===== src/rtl/mem_arbiter_if.sv =====
// -----------------------------------------------------------------------------
// mem_arbiter_if
//   Bundle of every bus signal around mem_arbiter: the CPU data port, the DMA
//   requester, the single-port RAM and a read-only debug view of the arbiter's
//   registered state.
//
//   Modports:
//     slave  - the arbiter. It receives requests and RAM read data. It drives
//              the grants, the stall, the read returns, the RAM controls and
//              the debug view.
//     master - the environment. It drives requests and RAM read data. It
//              observes everything else.
//
//   Handshake semantics:
//     A requester raises <x>_req together with stable <x>_we/_addr/_wdata. The
//     access is taken in any cycle where the grant is visible: ~cpu_stall for
//     the CPU, dma_gnt for the DMA. An un-granted requester keeps its fields
//     stable, or it drops req, which has no side effects. A granted read
//     returns exactly one cycle later, with <x>_rvalid high for one cycle and
//     <x>_rdata carrying the data.
// -----------------------------------------------------------------------------
interface mem_arbiter_if #(
  parameter int AW = 15,
  parameter int DW = 16
);
  // CPU data port
  logic          cpu_req;
  logic          cpu_we;
  logic [AW-1:0] cpu_addr;
  logic [DW-1:0] cpu_wdata;
  logic          cpu_stall;
  logic          cpu_rvalid;
  logic [DW-1:0] cpu_rdata;

  // DMA requester
  logic          dma_req;
  logic          dma_we;
  logic [AW-1:0] dma_addr;
  logic [DW-1:0] dma_wdata;
  logic          dma_lock;
  logic          dma_gnt;
  logic          dma_rvalid;
  logic [DW-1:0] dma_rdata;

  // Single-port synchronous RAM
  logic          ram_en;
  logic          ram_we;
  logic [AW-1:0] ram_addr;
  logic [DW-1:0] ram_wdata;
  logic [DW-1:0] ram_rdata;

  // Debug view of the registered arbitration state
  logic [3:0]    dbg_wait_cnt;
  logic [7:0]    dbg_burst_cnt;
  logic          dbg_in_burst;
  logic [1:0]    dbg_rd_owner;

  modport slave (
    input  cpu_req, cpu_we, cpu_addr, cpu_wdata,
    output cpu_stall, cpu_rvalid, cpu_rdata,
    input  dma_req, dma_we, dma_addr, dma_wdata, dma_lock,
    output dma_gnt, dma_rvalid, dma_rdata,
    output ram_en, ram_we, ram_addr, ram_wdata,
    input  ram_rdata,
    output dbg_wait_cnt, dbg_burst_cnt, dbg_in_burst, dbg_rd_owner
  );

  modport master (
    output cpu_req, cpu_we, cpu_addr, cpu_wdata,
    input  cpu_stall, cpu_rvalid, cpu_rdata,
    output dma_req, dma_we, dma_addr, dma_wdata, dma_lock,
    input  dma_gnt, dma_rvalid, dma_rdata,
    input  ram_en, ram_we, ram_addr, ram_wdata,
    output ram_rdata,
    input  dbg_wait_cnt, dbg_burst_cnt, dbg_in_burst, dbg_rd_owner
  );
endinterface


===== src/rtl/mem_arbiter.sv =====
// -----------------------------------------------------------------------------
// mem_arbiter
//   Shares one single-port synchronous data RAM between the CPU data port and a
//   DMA requester (screen refresh, program loader). The RAM takes one access
//   per cycle.
//
//   Priority, highest first:
//     1. an active locked DMA burst with fewer than BURST_MAX beats;
//     2. an aged DMA, i.e. both requesting and the DMA has lost MAX_WAIT
//        consecutive cycles;
//     3. the CPU;
//     4. the DMA.
//   The grant is combinational from the requests and the registered state.
//   A CPU that requests and loses is stalled in the same cycle.
//
//   Ports:
//     clk   - system clock, rising edge
//     rst_n - asynchronous active-low reset. While it is low, every output
//             is held at 0.
//     bus   - mem_arbiter_if.slave (CPU, DMA, RAM and debug signals)
// -----------------------------------------------------------------------------
module mem_arbiter #(
  parameter int AW        = 15,
  parameter int DW        = 16,
  parameter int MAX_WAIT  = 4,   // 1..15
  parameter int BURST_MAX = 8    // 1..255
) (
  input  logic           clk,
  input  logic           rst_n,
  mem_arbiter_if.slave   bus
);

  // Owner of the read issued in the previous cycle.
  typedef enum logic [1:0] {
    OWN_NONE = 2'd0,
    OWN_CPU  = 2'd1,
    OWN_DMA  = 2'd2
  } owner_e;

  localparam logic [3:0] WAIT_SAT  = 4'(MAX_WAIT);
  localparam logic [7:0] BURST_LIM = 8'(BURST_MAX);

  logic [3:0] wait_cnt_q,  wait_cnt_d;
  logic [7:0] burst_cnt_q, burst_cnt_d;
  logic       in_burst_q,  in_burst_d;
  owner_e     rd_owner_q,  rd_owner_d;

  logic gnt_cpu;
  logic gnt_dma;

  // ---------------------------------------------------------------------------
  // Grant decision
  // ---------------------------------------------------------------------------
  always_comb begin
    gnt_cpu = 1'b0;
    gnt_dma = 1'b0;
    if (in_burst_q && bus.dma_req && (burst_cnt_q < BURST_LIM)) begin
      gnt_dma = 1'b1;
    end else if (bus.cpu_req && bus.dma_req && (wait_cnt_q == WAIT_SAT)) begin
      gnt_dma = 1'b1;
    end else if (bus.cpu_req) begin
      gnt_cpu = 1'b1;
    end else if (bus.dma_req) begin
      gnt_dma = 1'b1;
    end
  end

  // ---------------------------------------------------------------------------
  // Next-state logic
  // ---------------------------------------------------------------------------
  always_comb begin
    wait_cnt_d  = 4'd0;
    burst_cnt_d = 8'd0;
    in_burst_d  = 1'b0;
    rd_owner_d  = OWN_NONE;

    if (gnt_dma) begin
      wait_cnt_d  = 4'd0;
      // A burst counts beats from its first grant. That first grant is the
      // one taken while in_burst was still clear.
      burst_cnt_d = in_burst_q ? (burst_cnt_q + 8'd1) : 8'd1;
      in_burst_d  = bus.dma_lock;
    end else if (bus.dma_req) begin
      // A lost cycle ends any burst and ages the DMA toward a forced win.
      wait_cnt_d  = (wait_cnt_q == WAIT_SAT) ? WAIT_SAT : (wait_cnt_q + 4'd1);
      burst_cnt_d = 8'd0;
      in_burst_d  = 1'b0;
    end

    if (gnt_cpu && !bus.cpu_we) begin
      rd_owner_d = OWN_CPU;
    end else if (gnt_dma && !bus.dma_we) begin
      rd_owner_d = OWN_DMA;
    end
  end

  // ---------------------------------------------------------------------------
  // State registers
  // ---------------------------------------------------------------------------
  always_ff @(posedge clk or negedge rst_n) begin
    if (!rst_n) begin
      wait_cnt_q  <= 4'd0;
      burst_cnt_q <= 8'd0;
      in_burst_q  <= 1'b0;
      rd_owner_q  <= OWN_NONE;
    end else begin
      wait_cnt_q  <= wait_cnt_d;
      burst_cnt_q <= burst_cnt_d;
      in_burst_q  <= in_burst_d;
      rd_owner_q  <= rd_owner_d;
    end
  end

  // ---------------------------------------------------------------------------
  // Outputs
  // rst_n gates every output. The reason is that the grant is combinational
  // from live requests, and the requests may stay high during reset.
  // ---------------------------------------------------------------------------
  always_comb begin
    bus.cpu_stall     = 1'b0;
    bus.cpu_rvalid    = 1'b0;
    bus.cpu_rdata     = '0;
    bus.dma_gnt       = 1'b0;
    bus.dma_rvalid    = 1'b0;
    bus.dma_rdata     = '0;
    bus.ram_en        = 1'b0;
    bus.ram_we        = 1'b0;
    bus.ram_addr      = '0;
    bus.ram_wdata     = '0;
    bus.dbg_wait_cnt  = 4'd0;
    bus.dbg_burst_cnt = 8'd0;
    bus.dbg_in_burst  = 1'b0;
    bus.dbg_rd_owner  = 2'd0;

    if (rst_n) begin
      bus.cpu_stall  = bus.cpu_req & ~gnt_cpu;
      bus.dma_gnt    = gnt_dma;
      bus.ram_en     = gnt_cpu | gnt_dma;

      // The read data path is shared. rvalid says whose result it is.
      bus.cpu_rdata  = bus.ram_rdata;
      bus.dma_rdata  = bus.ram_rdata;
      bus.cpu_rvalid = (rd_owner_q == OWN_CPU);
      bus.dma_rvalid = (rd_owner_q == OWN_DMA);

      if (gnt_dma) begin
        bus.ram_we    = bus.dma_we;
        bus.ram_addr  = bus.dma_addr;
        bus.ram_wdata = bus.dma_wdata;
      end else if (gnt_cpu) begin
        bus.ram_we    = bus.cpu_we;
        bus.ram_addr  = bus.cpu_addr;
        bus.ram_wdata = bus.cpu_wdata;
      end

      bus.dbg_wait_cnt  = wait_cnt_q;
      bus.dbg_burst_cnt = burst_cnt_q;
      bus.dbg_in_burst  = in_burst_q;
      bus.dbg_rd_owner  = rd_owner_q;
    end
  end

endmodule


===== src/flat_wrapper.sv =====
// flat-port wrapper written by rule: the top's interface ports become plain ports
module mem_arbiter_flat 
#(
  parameter int AW        = 15,
  parameter int DW        = 16,
  parameter int MAX_WAIT  = 4,           
  parameter int BURST_MAX = 8             
)
  (clk, rst_n, bus_cpu_req, bus_cpu_we, bus_cpu_addr, bus_cpu_wdata, bus_cpu_stall, bus_cpu_rvalid, bus_cpu_rdata, bus_dma_req, bus_dma_we, bus_dma_addr, bus_dma_wdata, bus_dma_lock, bus_dma_gnt, bus_dma_rvalid, bus_dma_rdata, bus_ram_en, bus_ram_we, bus_ram_addr, bus_ram_wdata, bus_ram_rdata, bus_dbg_wait_cnt, bus_dbg_burst_cnt, bus_dbg_in_burst, bus_dbg_rd_owner);
  mem_arbiter_if #(.AW(AW), .DW(DW)) bus_i ();
  input  logic clk;
  input  logic rst_n;
  input wire logic [$bits(bus_i.cpu_req)-1:0] bus_cpu_req;
  input wire logic [$bits(bus_i.cpu_we)-1:0] bus_cpu_we;
  input wire logic [$bits(bus_i.cpu_addr)-1:0] bus_cpu_addr;
  input wire logic [$bits(bus_i.cpu_wdata)-1:0] bus_cpu_wdata;
  output wire logic [$bits(bus_i.cpu_stall)-1:0] bus_cpu_stall;
  output wire logic [$bits(bus_i.cpu_rvalid)-1:0] bus_cpu_rvalid;
  output wire logic [$bits(bus_i.cpu_rdata)-1:0] bus_cpu_rdata;
  input wire logic [$bits(bus_i.dma_req)-1:0] bus_dma_req;
  input wire logic [$bits(bus_i.dma_we)-1:0] bus_dma_we;
  input wire logic [$bits(bus_i.dma_addr)-1:0] bus_dma_addr;
  input wire logic [$bits(bus_i.dma_wdata)-1:0] bus_dma_wdata;
  input wire logic [$bits(bus_i.dma_lock)-1:0] bus_dma_lock;
  output wire logic [$bits(bus_i.dma_gnt)-1:0] bus_dma_gnt;
  output wire logic [$bits(bus_i.dma_rvalid)-1:0] bus_dma_rvalid;
  output wire logic [$bits(bus_i.dma_rdata)-1:0] bus_dma_rdata;
  output wire logic [$bits(bus_i.ram_en)-1:0] bus_ram_en;
  output wire logic [$bits(bus_i.ram_we)-1:0] bus_ram_we;
  output wire logic [$bits(bus_i.ram_addr)-1:0] bus_ram_addr;
  output wire logic [$bits(bus_i.ram_wdata)-1:0] bus_ram_wdata;
  input wire logic [$bits(bus_i.ram_rdata)-1:0] bus_ram_rdata;
  output wire logic [$bits(bus_i.dbg_wait_cnt)-1:0] bus_dbg_wait_cnt;
  output wire logic [$bits(bus_i.dbg_burst_cnt)-1:0] bus_dbg_burst_cnt;
  output wire logic [$bits(bus_i.dbg_in_burst)-1:0] bus_dbg_in_burst;
  output wire logic [$bits(bus_i.dbg_rd_owner)-1:0] bus_dbg_rd_owner;
  assign bus_i.cpu_req = bus_cpu_req;
  assign bus_i.cpu_we = bus_cpu_we;
  assign bus_i.cpu_addr = bus_cpu_addr;
  assign bus_i.cpu_wdata = bus_cpu_wdata;
  assign bus_cpu_stall = bus_i.cpu_stall;
  assign bus_cpu_rvalid = bus_i.cpu_rvalid;
  assign bus_cpu_rdata = bus_i.cpu_rdata;
  assign bus_i.dma_req = bus_dma_req;
  assign bus_i.dma_we = bus_dma_we;
  assign bus_i.dma_addr = bus_dma_addr;
  assign bus_i.dma_wdata = bus_dma_wdata;
  assign bus_i.dma_lock = bus_dma_lock;
  assign bus_dma_gnt = bus_i.dma_gnt;
  assign bus_dma_rvalid = bus_i.dma_rvalid;
  assign bus_dma_rdata = bus_i.dma_rdata;
  assign bus_ram_en = bus_i.ram_en;
  assign bus_ram_we = bus_i.ram_we;
  assign bus_ram_addr = bus_i.ram_addr;
  assign bus_ram_wdata = bus_i.ram_wdata;
  assign bus_i.ram_rdata = bus_ram_rdata;
  assign bus_dbg_wait_cnt = bus_i.dbg_wait_cnt;
  assign bus_dbg_burst_cnt = bus_i.dbg_burst_cnt;
  assign bus_dbg_in_burst = bus_i.dbg_in_burst;
  assign bus_dbg_rd_owner = bus_i.dbg_rd_owner;
  mem_arbiter #(.AW(AW), .DW(DW), .MAX_WAIT(MAX_WAIT), .BURST_MAX(BURST_MAX)) u_core (.clk(clk), .rst_n(rst_n), .bus(bus_i));
endmodule

===== config.mk =====
export PLATFORM = sky130hd
export DESIGN_NAME = mem_arbiter_flat
export DESIGN_NICKNAME = d
export VERILOG_FILES = /design/src/rtl/mem_arbiter_if.sv /design/src/rtl/mem_arbiter.sv /design/src/flat_wrapper.sv
export SDC_FILE = /design/constraint.sdc
export NUM_CORES = 1
export LEC_CHECK = 0
export BUFFER_PORTS_ARGS = -buffer_cell sky130_fd_sc_hd__buf_2
export CORE_UTILIZATION = 40
export CTS_CLUSTER_DIAMETER = 200
export DETAILED_ROUTE_END_ITERATION = 10
export PLACE_DENSITY = 0.95
export SYNTH_ARGS = -nofsm -noshare
export SYNTH_HDL_FRONTEND = slang
export SYNTH_SLANG_ARGS = --single-unit

===== constraint.sdc =====
create_clock -name clk -period 6.5 [get_ports clk]
set_input_delay 1.3 -clock clk [delete_from_list [all_inputs] [get_ports clk]]
set_output_delay 1.3 -clock clk [all_outputs]
set_load 0.03 [all_outputs]

==> metrics.md <==
| Metric | Value |
|---|---|
| Layout cells sized above 1 | 48.9% |
| Ports | 169 |
| Final HPWL DP | 4.59 mm |
| CTS tree | built |
| Outcome | complete, no violations |
| Rows | 23 |
| RSZ-0062 raised after global routing | no |
| First DRT Iteration DRCs | 122 |
| CP Max Fanout | 29 |
| Power Dens Cells | 136 nW/µm² |
| Crit path DAT | 3.17 ns |
| Post-route minimum period | 4.47 ns |
| Largest net degree at the start of global routing | 82 |
| Layout fillers | 368 |
| Hold Path Class | reg -> reg |
| FF-to-FF path depth | 4 |
| Drt pass-1 iters | 5 |
| Post-Synthesis Cells | 235 |
| Worst-Margin Slew | 1.32 ns |
| Die area | 4700 µm² |
| Final wirelength | 6.00 mm |
| Clk sinks | 15 |
| Initial core utilization | 43.0% |
| Via count | 2195 |
| Peak supply drop | 0.0000945 V |
| Synth unique cells | 36 |
| Congestion Overflow GR | 0 |
| Number of global-route vias before repair | 1833 |
| Clk Tree Root Cell | clkbuf_8 |
| Critical Path RT | 5.20 ns |
| Port bufs | 168 |
| Post-Syn Area per Cell | 7.53 µm² |
| Worst r2r dst | u_core.burst_cnt_q[0] |
| P_leak | 0.00137 µW |
| Seq/Total Area, Yosys | 21.2% |
| Critical Path Start | bus_cpu_req |
| Highest clock rate | 0.224 GHz |
| Net count after synthesis | 323 |
| WS Path Type | in -> out |
| Fin Clk Skew | 0.00197 ns |
| GP Congestion | 0.744 |
| Wirelength per Cell | 14.2 µm |
| Yosys warns | 0 |
| FF+latch area | 375 µm² |
| Worst skew pair latency | 0.25 ns |
| Die W | 68.5 µm |
| Final hold viol count | 0 |
| Bufs on Longest Clock Path | 2 |
| Util after Layout | 59.3% |
| Worst R2R Start | u_core.burst_cnt_q[3] |
| Leading area contributor after synthesis | dfrtp_1 |
| Area occupied by multi-input gates | 1090 µm² |
| # DRC | 0 |
| First-pass GRT wire length | 8.49 mm |
| Crit start category | primary input |
| DIE HEIGHT | 68.5 µm |
| Final-report setup violation count | 0 |
| Hold Buf Count CTS | 0 |
| End point of the critical path | bus_ram_addr[10] |
| DRT antenna net count | 0 |
| Syn-to-layout area delta | 37.7% |
| Synth top area share | 21.2% |
| Setup Fix Bufs, Post-CTS | 0 |
| Final Max Tran Viols | 0 |
| Clock Pin Slew Worst Setup and Hold Paths | 0.06 ns |
| Core ar. | 4120 µm² |
| CTS buffer count | 3 |
| Pre-CTS setup slack | 2.09 ns |
| Flops & latches, synth | 15 |
| Max_slew headroom | 12.0% |
| Post-CTS Resized | 0 |
| Total Nets Final | 461 |
| Reg-to-reg setup timing slack | 4.48 ns |
| Ant diodes | 0 |
| Initial antenna violation count | 0 |
| Mapped Area | 1770 µm² |
| Worst setup EP type | output port |
| PnR worst setup slack | 2.03 ns |
| CTS H-tree depth | 1 |
| Setup_tns | 0 ns |
| Max-cap viol count | 0 |
| Total track usage | 24.0% |
| Synth top area cells | dfrtp_1 (21%), o211ai_1 (12%), and2_1 (11%) |
| Final period util | 68.8% |
| Routed vias/inst | 5.20 |
==> metrics by stage <==
stage,instances,total power [µW],hold slack (ns),cell area [µm²]
4_1_cts,422,332,0.532,2440
3_5_place_dp,418,255,0.522,2390
5_1_grt,422,349,0.546,2440
6_report,422,331,0.527,2440
3_3_place_gp,418,253,0.496,2390
2_1_floorplan,235,210,0.462,1770
==> per-layer routing <==
| layer | GRT usage [%] | share of wire [%] |
|---|---|---|
| met4 | 9.11 | 1.7 |
| met5 | 0 | 0 |
| met3 | 2.63 | 6.9 |
| met1 | 28.2 | 40 |
| met2 | 44.0 | 51 |
==> critical path, stage by stage <==
cell and delay [ns]:
buf_2 0.15, nand2_1 0.10, a31oi_2 1.01, o211ai_1 0.20, o21ai_1 0.17, buf_2 0.23
==> cell type report <==
cell class / instances / share of cell area, %
clock buffers: 3 / 1.69
clock inverters: 1 / 0.205
inverters: 4 / 0.616
multi-input cells: 180 / 44.7
flip-flops and latches: 15 / 15.4
well taps: 50 / 2.57
repair buffers: 169 / 34.8
==> report_power, final <==
group | internal [µW] | total (µW) | leakage [µW] | switching (µW)
Sequential | 95.3 | 97.7 | 0.000205 | 2.41
Combinational | 51.5 | 156 | 0.00114 | 104
Clock | 42.5 | 76.9 | 0.0000255 | 34.5
Total | 189 | 331 | 0.00137 | 141
==> sequential cells by signal (all words and copies together) (netlist names) <==
name,flops
u_core.wait_cnt_q,4
u_core.in_burst_q,1
u_core.burst_cnt_q,8
u_core.rd_owner_q,2
==> cells in the mapped netlist <==
master / instances
a31oi_1: 1
o22ai_1: 2
o21ai_0: 2
nand2_1: 37
nor2_1: 13
nor3_1: 2
or4b_4: 1
buf_6: 7
a21oi_1: 2
inv_1: 4
nor2b_1: 2
buf_4: 17
dlygate4sd1_1: 4
dlygate4sd3_1: 2
mux2i_1: 1
xor2_1: 5
o311a_4: 1
dlymetal6s2s_1: 1
and2_1: 30
clkbuf_1: 3
ha_1: 3
o21a_1: 1
nand3b_1: 1
nand2_4: 1
o311ai_4: 1
buf_2: 2
o211ai_1: 29
and3_1: 2
dfrtp_1: 15
nor4b_1: 1
a21boi_0: 1
o21ai_1: 28
and2_2: 1
nand3_1: 7
and3_2: 3
xnor2_1: 2
==> how the worst min path moves through the flow <==
stage	start	endpoint	cells past startpoint
floorplan	u_core.wait_cnt_q[0]	u_core.wait_cnt_q[0]	1
global placement	u_core.in_burst_q	u_core.burst_cnt_q[0]	1
detailed placement	u_core.in_burst_q	u_core.burst_cnt_q[0]	1
CTS	u_core.in_burst_q	u_core.burst_cnt_q[0]	1
global route	u_core.in_burst_q	u_core.burst_cnt_q[0]	1
finish	u_core.wait_cnt_q[0]	u_core.wait_cnt_q[0]	1
==> layout by cell type, fill, tap and decap left out, drive strengths merged, types with 2 or more instances in the layout <==
cell,instances
nor3,2
o22ai,2
a21oi,2
and2,31
nand2,38
o211ai,29
dfrtp,15
ha,3
nor2b,2
xor2,5
nor2,13
o21ai,30
clkbuf,3
and3,5
inv,4
xnor2,2
buf,169
nand3,7
==> cell families (layout without fill, tap and decap cells) <==
| kind of cell | count (synthesis) | count (layout) | share of synthesized area (%) |
|---|---|---|---|
| xor gates and xnor gates | 7 | 7 | 3.46 |
| buffers and inverters | 40 | 177 | 17.5 |
| AOI/OAI and AO/OA | 68 | 68 | 25.9 |
| DFF | 15 | 15 | 21.2 |
| and+or+nand+nor | 101 | 101 | 29.2 |
| adders and majority gates | 3 | 3 | 2.12 |
| muxes | 1 | 1 | 0.565 |
Note: power is estimated with default switching activity, not from simulation.
